<file path="src/rtl/canny_frame_ctrl_if.sv">
// Host configuration channel for canny_frame_ctrl: valid/ready request carrying
// thresholds, mode and enable, plus a one-cycle reject pulse back to the host.
interface canny_frame_ctrl_if #(
    parameter int TH_WIDTH = 8
) ();
    logic                cfg_valid;
    logic                cfg_ready;
    logic [TH_WIDTH-1:0] cfg_low_th;
    logic [TH_WIDTH-1:0] cfg_high_th;
    logic [1:0]          cfg_mode;
    logic                cfg_enable;
    logic                cfg_err;

    // Transfer when cfg_valid & cfg_ready at a rising clk edge; payload must be
    // stable while cfg_valid is high; cfg_ready never depends on cfg_valid.
    modport master (
        output cfg_valid, cfg_low_th, cfg_high_th, cfg_mode, cfg_enable,
        input  cfg_ready, cfg_err
    );

    modport slave (
        input  cfg_valid, cfg_low_th, cfg_high_th, cfg_mode, cfg_enable,
        output cfg_ready, cfg_err
    );
endinterface

</file>
<file path="src/rtl/canny_frame_ctrl.sv">
// Frame-synchronous control for the Canny pipeline: buffers one host config,
// commits it at a vsync rise, gates the pipeline and checks frame geometry.
module canny_frame_ctrl #(
    parameter int DATA_DEPTH  = 1920,
    parameter int IMG_HEIGHT  = 1080,
    parameter int TH_WIDTH    = 8,
    parameter int DEF_LOW_TH  = 50,
    parameter int DEF_HIGH_TH = 100
) (
    input  logic                clk,
    input  logic                rst_s,
    canny_frame_ctrl_if.slave   cfg,
    input  logic                per_frame_vsync,
    input  logic                per_frame_href,
    input  logic                per_frame_clken,
    output logic [TH_WIDTH-1:0] active_low_th,
    output logic [TH_WIDTH-1:0] active_high_th,
    output logic [1:0]          active_mode,
    output logic                pipe_enable,
    output logic                frame_done,
    output logic                size_err,
    output logic [15:0]         frame_cnt,
    output logic [1:0]          state_dbg
);

    typedef enum logic [1:0] {
        ST_IDLE    = 2'd0,
        ST_WAIT_VS = 2'd1,
        ST_ACTIVE  = 2'd2
    } state_e;

    localparam logic [11:0]         DEPTH_L  = 12'(DATA_DEPTH);
    localparam logic [11:0]         HEIGHT_L = 12'(IMG_HEIGHT);
    localparam logic [11:0]         CNT_MAX  = 12'hFFF;
    localparam logic [TH_WIDTH-1:0] DEF_LOW  = TH_WIDTH'(DEF_LOW_TH);
    localparam logic [TH_WIDTH-1:0] DEF_HIGH = TH_WIDTH'(DEF_HIGH_TH);

    state_e              state_q, state_d;
    logic                vs_d_q, href_d_q;
    logic                pend_q, pend_d;
    logic [TH_WIDTH-1:0] pend_low_q, pend_low_d;
    logic [TH_WIDTH-1:0] pend_high_q, pend_high_d;
    logic [1:0]          pend_mode_q, pend_mode_d;
    logic                pend_en_q, pend_en_d;
    logic [TH_WIDTH-1:0] active_low_th_q, active_low_th_d;
    logic [TH_WIDTH-1:0] active_high_th_q, active_high_th_d;
    logic [1:0]          active_mode_q, active_mode_d;
    logic                active_en_q, active_en_d;
    logic                pipe_enable_q, pipe_enable_d;
    logic                frame_done_q, frame_done_d;
    logic                size_err_q, size_err_d;
    logic [15:0]         frame_cnt_q, frame_cnt_d;
    logic                cfg_err_q, cfg_err_d;
    logic [11:0]         pix_cnt_q, pix_cnt_d;
    logic [11:0]         line_cnt_q, line_cnt_d;
    logic                line_err_q, line_err_d;

    logic        boundary;
    logic        href_fall;
    logic        xfer;
    logic        cfg_bad;
    logic        commit;
    logic        eff_en;
    logic        line_err_eff;
    logic [11:0] line_cnt_eff;

    assign boundary  = per_frame_vsync & ~vs_d_q;
    assign href_fall = ~per_frame_href & href_d_q;
    assign xfer      = cfg.cfg_valid & ~pend_q;
    assign cfg_bad   = cfg.cfg_low_th > cfg.cfg_high_th;
    assign commit    = boundary & pend_q;
    // Enable that holds after this boundary: the committed one if a commit happens now.
    assign eff_en    = commit ? pend_en_q : active_en_q;

    // A line that ends on the boundary cycle still belongs to the frame being closed.
    assign line_err_eff = line_err_q | (href_fall & (pix_cnt_q != DEPTH_L));
    assign line_cnt_eff = (href_fall && line_cnt_q != CNT_MAX) ? line_cnt_q + 12'd1
                                                               : line_cnt_q;

    always_comb begin
        state_d          = state_q;
        pend_d           = pend_q;
        pend_low_d       = pend_low_q;
        pend_high_d      = pend_high_q;
        pend_mode_d      = pend_mode_q;
        pend_en_d        = pend_en_q;
        active_low_th_d  = active_low_th_q;
        active_high_th_d = active_high_th_q;
        active_mode_d    = active_mode_q;
        active_en_d      = active_en_q;
        frame_cnt_d      = frame_cnt_q;
        frame_done_d     = 1'b0;
        size_err_d       = 1'b0;
        cfg_err_d        = 1'b0;
        pix_cnt_d        = pix_cnt_q;
        line_cnt_d       = line_cnt_q;
        line_err_d       = line_err_q;

        if (commit) begin
            active_low_th_d  = pend_low_q;
            active_high_th_d = pend_high_q;
            active_mode_d    = pend_mode_q;
            active_en_d      = pend_en_q;
            pend_d           = 1'b0;
        end

        // Only reachable with pend_q=0, so never collides with the commit above.
        if (xfer) begin
            if (cfg_bad) begin
                cfg_err_d = 1'b1;
            end else begin
                pend_d      = 1'b1;
                pend_low_d  = cfg.cfg_low_th;
                pend_high_d = cfg.cfg_high_th;
                pend_mode_d = (cfg.cfg_mode == 2'd3) ? 2'd0 : cfg.cfg_mode;
                pend_en_d   = cfg.cfg_enable;
            end
        end

        if (state_q == ST_ACTIVE) begin
            if (href_fall) begin
                pix_cnt_d  = 12'd0;
                line_cnt_d = line_cnt_eff;
                line_err_d = line_err_eff;
            end else if (per_frame_clken && per_frame_href && pix_cnt_q != CNT_MAX) begin
                pix_cnt_d = pix_cnt_q + 12'd1;
            end
        end

        unique case (state_q)
            ST_IDLE: begin
                if (commit && pend_en_q) state_d = ST_WAIT_VS;
            end
            ST_WAIT_VS: begin
                if (boundary) state_d = eff_en ? ST_ACTIVE : ST_IDLE;
            end
            ST_ACTIVE: begin
                if (boundary) begin
                    frame_done_d = 1'b1;
                    frame_cnt_d  = frame_cnt_q + 16'd1;
                    size_err_d   = line_err_eff | (line_cnt_eff != HEIGHT_L);
                    if (!eff_en) state_d = ST_IDLE;
                end
            end
            default: state_d = ST_IDLE;
        endcase

        // Geometry counters only run inside an active frame.
        if (boundary || state_q != ST_ACTIVE) begin
            pix_cnt_d  = 12'd0;
            line_cnt_d = 12'd0;
            line_err_d = 1'b0;
        end

        pipe_enable_d = (state_d == ST_ACTIVE);
    end

    always_ff @(posedge clk) begin
        if (rst_s) begin
            state_q          <= ST_IDLE;
            vs_d_q           <= 1'b0;
            href_d_q         <= 1'b0;
            pend_q           <= 1'b0;
            pend_low_q       <= '0;
            pend_high_q      <= '0;
            pend_mode_q      <= 2'd0;
            pend_en_q        <= 1'b0;
            active_low_th_q  <= DEF_LOW;
            active_high_th_q <= DEF_HIGH;
            active_mode_q    <= 2'd0;
            active_en_q      <= 1'b0;
            pipe_enable_q    <= 1'b0;
            frame_done_q     <= 1'b0;
            size_err_q       <= 1'b0;
            frame_cnt_q      <= 16'd0;
            cfg_err_q        <= 1'b0;
            pix_cnt_q        <= 12'd0;
            line_cnt_q       <= 12'd0;
            line_err_q       <= 1'b0;
        end else begin
            state_q          <= state_d;
            vs_d_q           <= per_frame_vsync;
            href_d_q         <= per_frame_href;
            pend_q           <= pend_d;
            pend_low_q       <= pend_low_d;
            pend_high_q      <= pend_high_d;
            pend_mode_q      <= pend_mode_d;
            pend_en_q        <= pend_en_d;
            active_low_th_q  <= active_low_th_d;
            active_high_th_q <= active_high_th_d;
            active_mode_q    <= active_mode_d;
            active_en_q      <= active_en_d;
            pipe_enable_q    <= pipe_enable_d;
            frame_done_q     <= frame_done_d;
            size_err_q       <= size_err_d;
            frame_cnt_q      <= frame_cnt_d;
            cfg_err_q        <= cfg_err_d;
            pix_cnt_q        <= pix_cnt_d;
            line_cnt_q       <= line_cnt_d;
            line_err_q       <= line_err_d;
        end
    end

    assign cfg.cfg_ready   = ~pend_q;
    assign cfg.cfg_err     = cfg_err_q;
    assign active_low_th   = active_low_th_q;
    assign active_high_th  = active_high_th_q;
    assign active_mode     = active_mode_q;
    assign pipe_enable     = pipe_enable_q;
    assign frame_done      = frame_done_q;
    assign size_err        = size_err_q;
    assign frame_cnt       = frame_cnt_q;
    assign state_dbg       = state_q;

endmodule

</file>
<file path="src/flat_wrapper.sv">
// flat-port wrapper written by rule: the top's interface ports become plain ports
module canny_frame_ctrl_flat 
#(
    parameter int DATA_DEPTH  = 1920,
    parameter int IMG_HEIGHT  = 1080,
    parameter int TH_WIDTH    = 8,
    parameter int DEF_LOW_TH  = 50,
    parameter int DEF_HIGH_TH = 100
)
  (clk, rst_s, per_frame_vsync, per_frame_href, per_frame_clken, active_low_th, active_high_th, active_mode, pipe_enable, frame_done, size_err, frame_cnt, state_dbg, cfg_cfg_valid, cfg_cfg_low_th, cfg_cfg_high_th, cfg_cfg_mode, cfg_cfg_enable, cfg_cfg_ready, cfg_cfg_err);
  canny_frame_ctrl_if #(.TH_WIDTH(TH_WIDTH)) cfg_i ();
  input  logic clk;
  input  logic rst_s;
  input  logic per_frame_vsync;
  input  logic per_frame_href;
  input  logic per_frame_clken;
  output logic [TH_WIDTH-1:0] active_low_th;
  output logic [TH_WIDTH-1:0] active_high_th;
  output logic [1:0] active_mode;
  output logic pipe_enable;
  output logic frame_done;
  output logic size_err;
  output logic [15:0] frame_cnt;
  output logic [1:0] state_dbg;
  input wire logic [$bits(cfg_i.cfg_valid)-1:0] cfg_cfg_valid;
  input wire logic [$bits(cfg_i.cfg_low_th)-1:0] cfg_cfg_low_th;
  input wire logic [$bits(cfg_i.cfg_high_th)-1:0] cfg_cfg_high_th;
  input wire logic [$bits(cfg_i.cfg_mode)-1:0] cfg_cfg_mode;
  input wire logic [$bits(cfg_i.cfg_enable)-1:0] cfg_cfg_enable;
  output wire logic [$bits(cfg_i.cfg_ready)-1:0] cfg_cfg_ready;
  output wire logic [$bits(cfg_i.cfg_err)-1:0] cfg_cfg_err;
  assign cfg_i.cfg_valid = cfg_cfg_valid;
  assign cfg_i.cfg_low_th = cfg_cfg_low_th;
  assign cfg_i.cfg_high_th = cfg_cfg_high_th;
  assign cfg_i.cfg_mode = cfg_cfg_mode;
  assign cfg_i.cfg_enable = cfg_cfg_enable;
  assign cfg_cfg_ready = cfg_i.cfg_ready;
  assign cfg_cfg_err = cfg_i.cfg_err;
  canny_frame_ctrl #(.DATA_DEPTH(DATA_DEPTH), .IMG_HEIGHT(IMG_HEIGHT), .TH_WIDTH(TH_WIDTH), .DEF_LOW_TH(DEF_LOW_TH), .DEF_HIGH_TH(DEF_HIGH_TH)) u_core (.clk(clk), .rst_s(rst_s), .cfg(cfg_i), .per_frame_vsync(per_frame_vsync), .per_frame_href(per_frame_href), .per_frame_clken(per_frame_clken), .active_low_th(active_low_th), .active_high_th(active_high_th), .active_mode(active_mode), .pipe_enable(pipe_enable), .frame_done(frame_done), .size_err(size_err), .frame_cnt(frame_cnt), .state_dbg(state_dbg));
endmodule
</file>
<file path="config.mk">
export PLATFORM = sky130hd
export DESIGN_NAME = canny_frame_ctrl_flat
export DESIGN_NICKNAME = d
export VERILOG_FILES = /design/src/rtl/canny_frame_ctrl_if.sv /design/src/rtl/canny_frame_ctrl.sv /design/src/flat_wrapper.sv
export SDC_FILE = /design/constraint.sdc
export NUM_CORES = 1
export LEC_CHECK = 0
export ABC_AREA = 1
export BUFFER_PORTS_ARGS = -buffer_cell sky130_fd_sc_hd__buf_2
export CORE_MARGIN = 4
export CORE_UTILIZATION = 32
export CTS_BUF_LIST = sky130_fd_sc_hd__clkbuf_4 sky130_fd_sc_hd__clkbuf_8 sky130_fd_sc_hd__clkbuf_16
export CTS_CLUSTER_DIAMETER = 150
export DETAILED_ROUTE_END_ITERATION = 12
export GPL_TIMING_DRIVEN = 0
export SETUP_SLACK_MARGIN = 0.15
export SYNTH_ARGS = -nofsm -noshare
export SYNTH_HDL_FRONTEND = slang
export SYNTH_SLANG_ARGS = --single-unit
</file>
<file path="constraint.sdc">
create_clock -name clk -period 1.5 [get_ports clk]
set_input_delay 0.3 -clock clk [delete_from_list [all_inputs] [get_ports clk]]
set_output_delay 0.3 -clock clk [all_outputs]
set_load 0.005 [all_outputs]
</file>
Yosys cells after proc, flatten, opt, wreduce, memory -nomap -nowiden

Index checks and enable logic that the tools add are counted.

Logic and storage cells: 78
Output and inout bits: 41
Flip-flop bits (word level): 88

$lt $le $gt $ge: 1
Bitwise operators: 14
Muxes and demuxes: 16
Reductions and logical operators: 15
Add/subtract/negate cells: 3
Equality and inequality tests: 9

Operators by type and width:

| operator              | count |
|---|---|
| $mux 12               | 3 |
| $add 12x1->12 const B | 2 |
| $ne 12x11->1 const B  | 2 |
| $ne 12x12->1 const B  | 2 |
| $add 16x1->16 const B | 1 |
| $mux 2                | 6 |
| $gt 8x8->1            | 1 |
| $reduce_and 2->1      | 4 |
| $not 1->1             | 7 |
| $eq 2x2->1 const B    | 3 |
| $mux 1                | 6 |
| $pmux 2 s3            | 1 |
| $reduce_or 2->1       | 3 |
| $and 1x1->1           | 5 |
| $logic_and 1x1->1     | 4 |
| $reduce_or 3->1       | 1 |
| $eq 2x1->1 const B    | 1 |
| $logic_not 2->1       | 1 |
| $ne 2x2->1 const B    | 1 |
| $or 1x1->1            | 2 |
| $reduce_bool 2->1     | 1 |
| $logic_or 1x1->1      | 1 |

Longest topological paths before layout

Gate-level depths: netlist (run 1).

Word-level depth: 8
Depth in mapped cells: 13
Gate-level depth less buffers: 13

Worst setup path after synthesis (run 1)

Ideal clock, no wire load.

Kind: register to register
Start point: register u_core.line_cnt_q[1]
End point: register u_core.size_err_q (netlist: u_core.size_err)
Arrival: 1.431 ns
Required time: 1.388 ns
Buffers on the path: 1
Library setup time: 0.112 ns
Setup slack: -0.043 ns
Cell stages (with the launch flop): 14
Clock period less this slack: 1.543 ns
Cells stage by stage: dfxtp_1 ha_1 inv_1 nor2_2 nand3_4 buf_6 nand2_2 nand2_2 nand2_2 nand2_2 nor2_2 nand3_1 nor2_1 nor2_1

Cells in the longest elaborated chain, start to end: 5
Elaborated cells on any way between the ends: 6
Those cells by class: add/sub: 1; eq/ne: 2; mux: 1; bitwise: 1; reduce/logical: 1

Ends and longest elaborated chain:

| item                                                  | RTL line                | RTL |
|---|---|---|
| from (decl)                                           | canny_frame_ctrl.sv:55  | `logic [11:0] line_cnt_q, line_cnt_d;` |
| from (signal assigned)                                | canny_frame_ctrl.sv:199 | `line_cnt_q <= line_cnt_d;` |
| branches (longest 2 deep; another with $add 12x1->12) | --                      |  |
| $mux 12 (*)                                           | canny_frame_ctrl.sv:77  | `assign line_cnt_eff = (href_fall && line_cnt_q != CNT_MAX) ? line_cnt_q + 12'd1` |
| $ne 12x11->1 (*)                                      | canny_frame_ctrl.sv:141 | `size_err_d = line_err_eff \| (line_cnt_eff != HEIGHT_L);` |
| $or 1x1->1 (*)                                        | canny_frame_ctrl.sv:141 |  |
| to (signal assigned)                                  | canny_frame_ctrl.sv:195 | `size_err_q <= size_err_d;` |
| to (decl)                                             | canny_frame_ctrl.sv:51  | `logic size_err_q, size_err_d;` |

Every way passes the cells marked *.
A chain may end at the register's enable or synchronous reset.

Worst setup path after layout (run 1)

Start point: register u_core.pix_cnt_q[9]
End point: register u_core.pix_cnt_q[8]

Cells in the longest elaborated chain, start to end: 4

Ends and longest elaborated chain:

| item                        | RTL line                | RTL |
|---|---|---|
| from (decl)                 | canny_frame_ctrl.sv:54  | `logic [11:0] pix_cnt_q, pix_cnt_d;` |
| from (signal assigned)      | canny_frame_ctrl.sv:198 | `pix_cnt_q <= pix_cnt_d;` |
| $ne 12x12->1                | canny_frame_ctrl.sv:125 | `end else if (per_frame_clken && per_frame_href && pix_cnt_q != CNT_MAX) begin` |
| $logic_and 1x1->1           | canny_frame_ctrl.sv:125 |  |
| $reduce_bool 2->1 (no line) | --                      |  |
| $reduce_and 2->1 (no line)  | --                      |  |

No other way between the ends.

==> summary.md, run 1 <==
| Metric | Value |
|---|---|
| HP Start | `per_frame_vsync` |
| Total CTS buffers | `9` |
| P_sw | `1.36 mW` |
| FF+latch count, synth | `88` |
| PortBufs | `65` |
| Failing checks | `setup timing` |
| Endpoints failing setup | `16` |
| CTS tree | `yes` |
| Critical path startpoint category | `flop` |
| Max_slew headroom | `0.486` |
| Final WS setup | `-94.3 ps` |
| Net Sw Frac | `0.255` |
| WHS Path Cells | `3` |
| Worst-margin pin slew | `771 ps` |
| CP Max Fanout | `6` |
| Critical Path RT | `1780 ps` |
| Initial drt markers | `257` |
| Final layout net count | `774` |
| Worst r2r path cells | `9` |
| # fillers | `1217` |
| Top post-synthesis cells by area | `dfxtp_1, nand2_1, inv_1` |
| Avg Inst Size Synth | `7.07 µm²` |
| MaxCap Viol Count | `0` |
| Initial antenna violation count | `0` |
| Drt pass-1 iters | `5` |
| Detail Route Antenna Nets | `0` |
| Synth area leader | `dfxtp_1` |
| Clk root buf | `clkbuf_16` |
| Syn Nets | `641` |
| Post-Route WL | `13000 µm` |
| Peak supply drop | `544 µV` |
| Io pins | `66` |
| Placed cells | `841` |
| Commonest non-fill, non-tap cell in the layout | `nand2_1` |
| Initial Util | `0.333` |
| Critical path class | `reg -> reg` |
| Post-synthesis cell count | `604` |
| Reg2reg end | `u_core.pix_cnt_q[8]` |
| Final Cycle Share | `1.06` |
| Combinational power share | `0.106` |
| Clock power frac | `0.437` |
| Most frequent cells in the layout | `nand2_1, dfxtp_1, buf_2` |
| # diodes | `0` |
| Clk_lat worst skew | `340 ps` |
| Mapped Area | `4270 µm²` |
| Final non-filler cell total | `914` |
| Core Footprint | `12800 µm²` |
| Max Freq | `627 MHz` |
| Setup skew after layout | `8.05 ps` |
| GR Util All Layers | `0.160` |
| Worst EP arrival | `1870 ps` |
| Vias/cell | `4.91` |
| Leak | `2.75 nW` |
| Hold/Removal Path Class | `in -> reg` |
| PD cells | `833 nW/µm²` |
| Max-slew violation count | `0` |
| Count of cell types in the netlist | `37` |
| Min cycle time layout | `1590 ps` |
| Drc violations | `0` |
| Hold WS | `216 ps` |
| Int Pwr | `3.97 mW` |
| DR vias | `4490` |
| CTS max path bufs | `2` |
| Hold Path End | `u_core.vs_d_q` |
| Pwr Total | `5.32 mW` |
| Hold Fails Final Rpt | `0` |
| Area grow syn2layout | `49.8%` |
| Multi-input combinational cell area | `2710 µm²` |
| Worst slack at placement | `-347 ps` |
| RSZ-0062 raised after global routing | `true` |
| Vias in the first global route | `4109` |
| Post-CTS Hold Buffers | `0` |
| Clock transition at the registers of the reported paths | `70 ps` |
| H-tree depth | `3` |
| Crit. Startpoint | `u_core.pix_cnt_q[9]` |
| R2R Setup Slk | `-90 ps` |
| Hpwl dp | `8370 µm` |
| Die height | `124 µm` |
| Status | `finished, violations left` |
| Global-route wire length before repair | `19500 µm` |
| Syn. warnings | `0` |
| Worst setup EP type | `flop` |
| Die area | `15300 µm²` |
| FF/Latch Area | `1810 µm²` |
| Grt total ovfl | `0` |
| Gpl congestion | `0.913` |
| Routed len/inst | `14.3 µm` |
| Largest net degree at the start of global routing | `17` |
| RR Startpoint | `u_core.pix_cnt_q[9]` |
| Row cnt | `41` |
| Top cell type's share of synthesized area | `0.413` |
| Register area share after synthesis | `0.413` |
| Sequential power share | `0.457` |
| Share of layout cells above drive strength 1 | `0.442` |
| Clk sink count | `88` |
| Util after Layout | `0.499` |
| Die width | `124 µm` |
## cell type report
cell class,count,share of cell area
well taps,172,0.0337
flip-flops and latches,88,0.283
multi-input cells,416,0.423
inverters,80,0.0521
plain buffers,20,0.0250
repair buffers,122,0.136
clock buffers,10,0.0364
clock inverters,6,0.0114
## state kept, by name, summed over array words and instances (netlist names), 8 cells and up
| signal | flops |
|---|---|
| u_core.line_cnt_q | 12 |
| u_core.frame_cnt | 16 |
| u_core.pend_low_q | 8 |
| u_core.active_high_th | 8 |
| u_core.pend_high_q | 8 |
| u_core.pix_cnt_q | 12 |
| u_core.active_low_th | 8 |
## power groups by stage
stage | logic, mW | clock network, mW | registers, mW
floorplan | 0.254 | 0 | 2.48
global placement | 0.401 | 0 | 2.48
detailed placement | 0.409 | 0 | 2.49
CTS | 0.459 | 2.35 | 2.43
global route | 0.616 | 2.47 | 2.44
finish | 0.562 | 2.33 | 2.44
## cells in the mapped netlist
cell       number
inv_1          75
xnor2_1         1
nand3b_1        2
nand2_1       128
a211oi_1        2
inv_2           4
nor2_1         64
buf_6           2
a21boi_1        1
nor2_8          1
nand4_1        15
dfxtp_1        88
xor2_1          5
nand2_2         9
a21boi_0        1
nor2_4          3
buf_2           7
o2111ai_1       1
ha_1           12
nand2_4         1
nand3_1        51
buf_1           2
clkinv_1        1
o211ai_1        8
nor2_2          7
o21ai_1         1
o21ai_0        31
nand3_2         1
buf_4           1
nand3_4         1
or2_2           1
a21oi_1        50
nor3_2          2
or2_1           1
clkbuf_1        8
o21bai_1        1
nor3_1         15
## worst max-delay path by stage
stage                                end  slack (ps)  cells after the start
floorplan           u_core.pend_low_q[0]          80                     11
global placement     u_core.pix_cnt_q[3]        -350                      8
detailed placement   u_core.pix_cnt_q[7]        -350                      8
CTS                      u_core.size_err         -80                     11
global route         u_core.pix_cnt_q[8]        -230                      9
finish               u_core.pix_cnt_q[8]         -90                      9
## repair_timing
item,4_1_cts,5_1_grt
buffers inserted,30,21
gates resized for setup,85,136
pin swaps,24,52
gates cloned,4,2
endpoints found under the setup margin,58,64
hold endpoints to repair,0,0
## metal layers
layer,vias to the layer above,GRT usage,part of all wire
met3,28,0.0288,0.044
met4,0,0.0588,0.022
met5,-,0,0
met2,130,0.270,0.50
li1,2243,-,-
met1,2089,0.205,0.43
## per-stage QoR
stage / TNS [ps] / area [µm²]
after floorplan: 0 / 4420
after global placement: -10070 / 4960
after detailed placement: -11210 / 4960
after CTS: -106 / 5750
after global routing: -3290 / 6390
final: -777 / 6390
## critical path, cell delays in order, from the launching register on
cell	delay [ps]
dfxtp_1	390
nand2_1	130
nor3_1	220
nand3_1	120
nand4_1	160
nand2_4	140
buf_4	160
nand2_2	50
o21ai_1	50
a21oi_1	100
## logic make-up (layout without fill, tap and decap cells)
group	Yosys count	count (layout)	share of synthesized area
simple gates	302	302	0.324
buf+inv	100	238	0.0944
compound gates	96	96	0.121
flops	88	88	0.413
fa+ha+maj	12	12	0.0352
xor+xnor	6	6	0.0123
Power figures use the tool's default switching activity.
==> inputs of run 2 (changes only) <==
--- a/config.mk
+++ b/config.mk
@@ -7,12 +7,14 @@
 export LEC_CHECK = 0
 export ABC_AREA = 1
 export BUFFER_PORTS_ARGS = -buffer_cell sky130_fd_sc_hd__buf_2
+export CORE_ASPECT_RATIO = 1.25
 export CORE_MARGIN = 4
 export CORE_UTILIZATION = 32
 export CTS_BUF_LIST = sky130_fd_sc_hd__clkbuf_4 sky130_fd_sc_hd__clkbuf_8 sky130_fd_sc_hd__clkbuf_16
 export CTS_CLUSTER_DIAMETER = 150
 export DETAILED_ROUTE_END_ITERATION = 12
 export GPL_TIMING_DRIVEN = 0
+export RECOVER_POWER = 25
 export SETUP_SLACK_MARGIN = 0.15
 export SYNTH_ARGS = -nofsm -noshare
 export SYNTH_HDL_FRONTEND = slang
==> summary.md, run 2 (synthesized netlist as in run 1, its figures left out) <==
| Metric | Value |
|---|---|
| Status | `finished, violations left` |
| Failing checks | `setup timing` |
| Final Cycle Share | `1.12` |
| Multi-input combinational cell area | `2740 µm²` |
| Die height | `137 µm` |
| Vias in the first global route | `4202` |
| # fillers | `1271` |
| Min cycle time layout | `1680 ps` |
| GR Util All Layers | `0.158` |
| Pwr Total | `5.35 mW` |
| DR vias | `4428` |
| Hold WS | `204 ps` |
| RSZ-0062 raised after global routing | `true` |
| Peak supply drop | `525 µV` |
| Hold Fails Final Rpt | `0` |
| P_sw | `1.39 mW` |
| Final layout net count | `763` |
| Post-Route WL | `12900 µm` |
| FF/Latch Area | `1820 µm²` |
| Initial drt markers | `222` |
| Initial Util | `0.331` |
| Most frequent cells in the layout | `nand2_1, dfxtp_1, nor2_1` |
| Clk root buf | `clkbuf_16` |
| Net Sw Frac | `0.259` |
| Max reg flops | `16` |
| Final non-filler cell total | `898` |
| Die area | `15300 µm²` |
| Int Pwr | `3.96 mW` |
| Core Footprint | `12900 µm²` |
| CP Max Fanout | `4` |
| Initial antenna violation count | `1` |
| CTS tree | `yes` |
| Util after Layout | `0.494` |
| Share of layout cells above drive strength 1 | `0.432` |
| Grt total ovfl | `0` |
| Clock power frac | `0.435` |
| Drc violations | `0` |
| MaxCap Viol Count | `0` |
| Setup Total Neg Slack | `-947 ps` |
| # diodes | `0` |
| Row cnt | `46` |
| Max-slew violation count | `0` |
| Detail Route Antenna Nets | `0` |
| Combinational power share | `0.112` |
| Commonest non-fill, non-tap cell in the layout | `nand2_1` |
| Endpoints failing setup | `16` |
| Sequential power share | `0.454` |
| Placed cells | `837` |
| Critical Path RT | `1740 ps` |
| Worst EP arrival | `1920 ps` |
| Max_slew headroom | `0.497` |
| Hold/Removal Path Class | `in -> reg` |
| H-tree depth | `3` |
| Critical path class | `reg -> reg` |
| Global-route wire length before repair | `19700 µm` |
| Total CTS buffers | `9` |
| Routed len/inst | `14.3 µm` |
| Clock transition at the registers of the reported paths | `70 ps` |
| PD cells | `839 nW/µm²` |
| Post-CTS Hold Buffers | `0` |
| PortBufs | `65` |
| Area grow syn2layout | `49.2%` |
| Die width | `111 µm` |
| Drt pass-1 iters | `5` |
| Critical path startpoint category | `flop` |
| Clk sink count | `88` |
| Worst-margin pin slew | `754 ps` |
| Clk_lat worst skew | `340 ps` |
| Max Freq | `595 MHz` |
| Hpwl dp | `8650 µm` |
| Gpl congestion | `0.893` |
| Final WS setup | `-181 ps` |
| Vias/cell | `4.93` |
| Io pins | `66` |
| Worst slack at placement | `-294 ps` |
| Worst setup EP type | `flop` |
| Final Instance Area | `6370 µm²` |
| Setup skew after layout | `7.49 ps` |
| Largest net degree at the start of global routing | `17` |
| Leak | `2.63 nW` |
| Placed inst area | `4950 µm²` |
| CTS max path bufs | `2` |
[run 2: routing by layer]
| metal | GRT usage | vias up | routed length (µm) |
|---|---|---|---|
| li1 | - | 2211 | - |
| met1 | 0.178 | 2074 | 5090 |
| met2 | 0.288 | 114 | 6850 |
| met3 | 0.0394 | 27 | 605 |
| met4 | 0.0629 | 2 | 306 |
| met5 | 0 | - | 7 |
[run 2: timing repair]
| item | CTS | global route |
|---|---|---|
| setup endpoints to repair | 65 | 66 |
| resized for setup | 100 | 156 |
| buffers inserted | 25 | 15 |
| gates cloned | 4 | 2 |
| pin swaps | 36 | 56 |
[run 2: power by group through the flow]
stage / Clock, mW / Combinational, mW / Sequential [mW]
after floorplan: 0 / 0.254 / 2.48
after global placement: 0 / 0.401 / 2.48
after detailed placement: 0 / 0.410 / 2.48
after CTS: 2.37 / 0.466 / 2.42
after global routing: 2.46 / 0.650 / 2.43
final: 2.32 / 0.597 / 2.43
[run 2: critical path, cell delays in order, from the launching register on]
cell and delay (ps):
dfxtp_4 370, ha_4 160, inv_4 40, nor2_4 100, nand3_4 130, buf_4 170
nand2_4 60, nand2_1 60, nand2_2 80, nand2_2 50, nor2_2 100, nand3_1 110
nor2_1 110, nor2_1 40
[run 2: area by class of cell]
class / instances / area share
multi-input combinational: 416 / 0.430
sequential: 88 / 0.286
timing repair buffer: 111 / 0.123
inverter: 80 / 0.0544
clock buffer: 9 / 0.0353
tap: 168 / 0.0330
buffer: 20 / 0.0269
clock inverter: 6 / 0.0118
[run 2: path summary, 6_finish.rpt]
kind / startpoint / to / slack [ps] / cells after the start
worst max register to register: u_core.line_cnt_q[0] / u_core.size_err / -180 / 13
worst min-delay path: per_frame_vsync / u_core.vs_d_q / 200 / 3
worst min register to register: u_core.active_low_th[4] / u_core.active_low_th[4] / 460 / 2
worst max-delay path: u_core.line_cnt_q[0] / u_core.size_err / -180 / 13
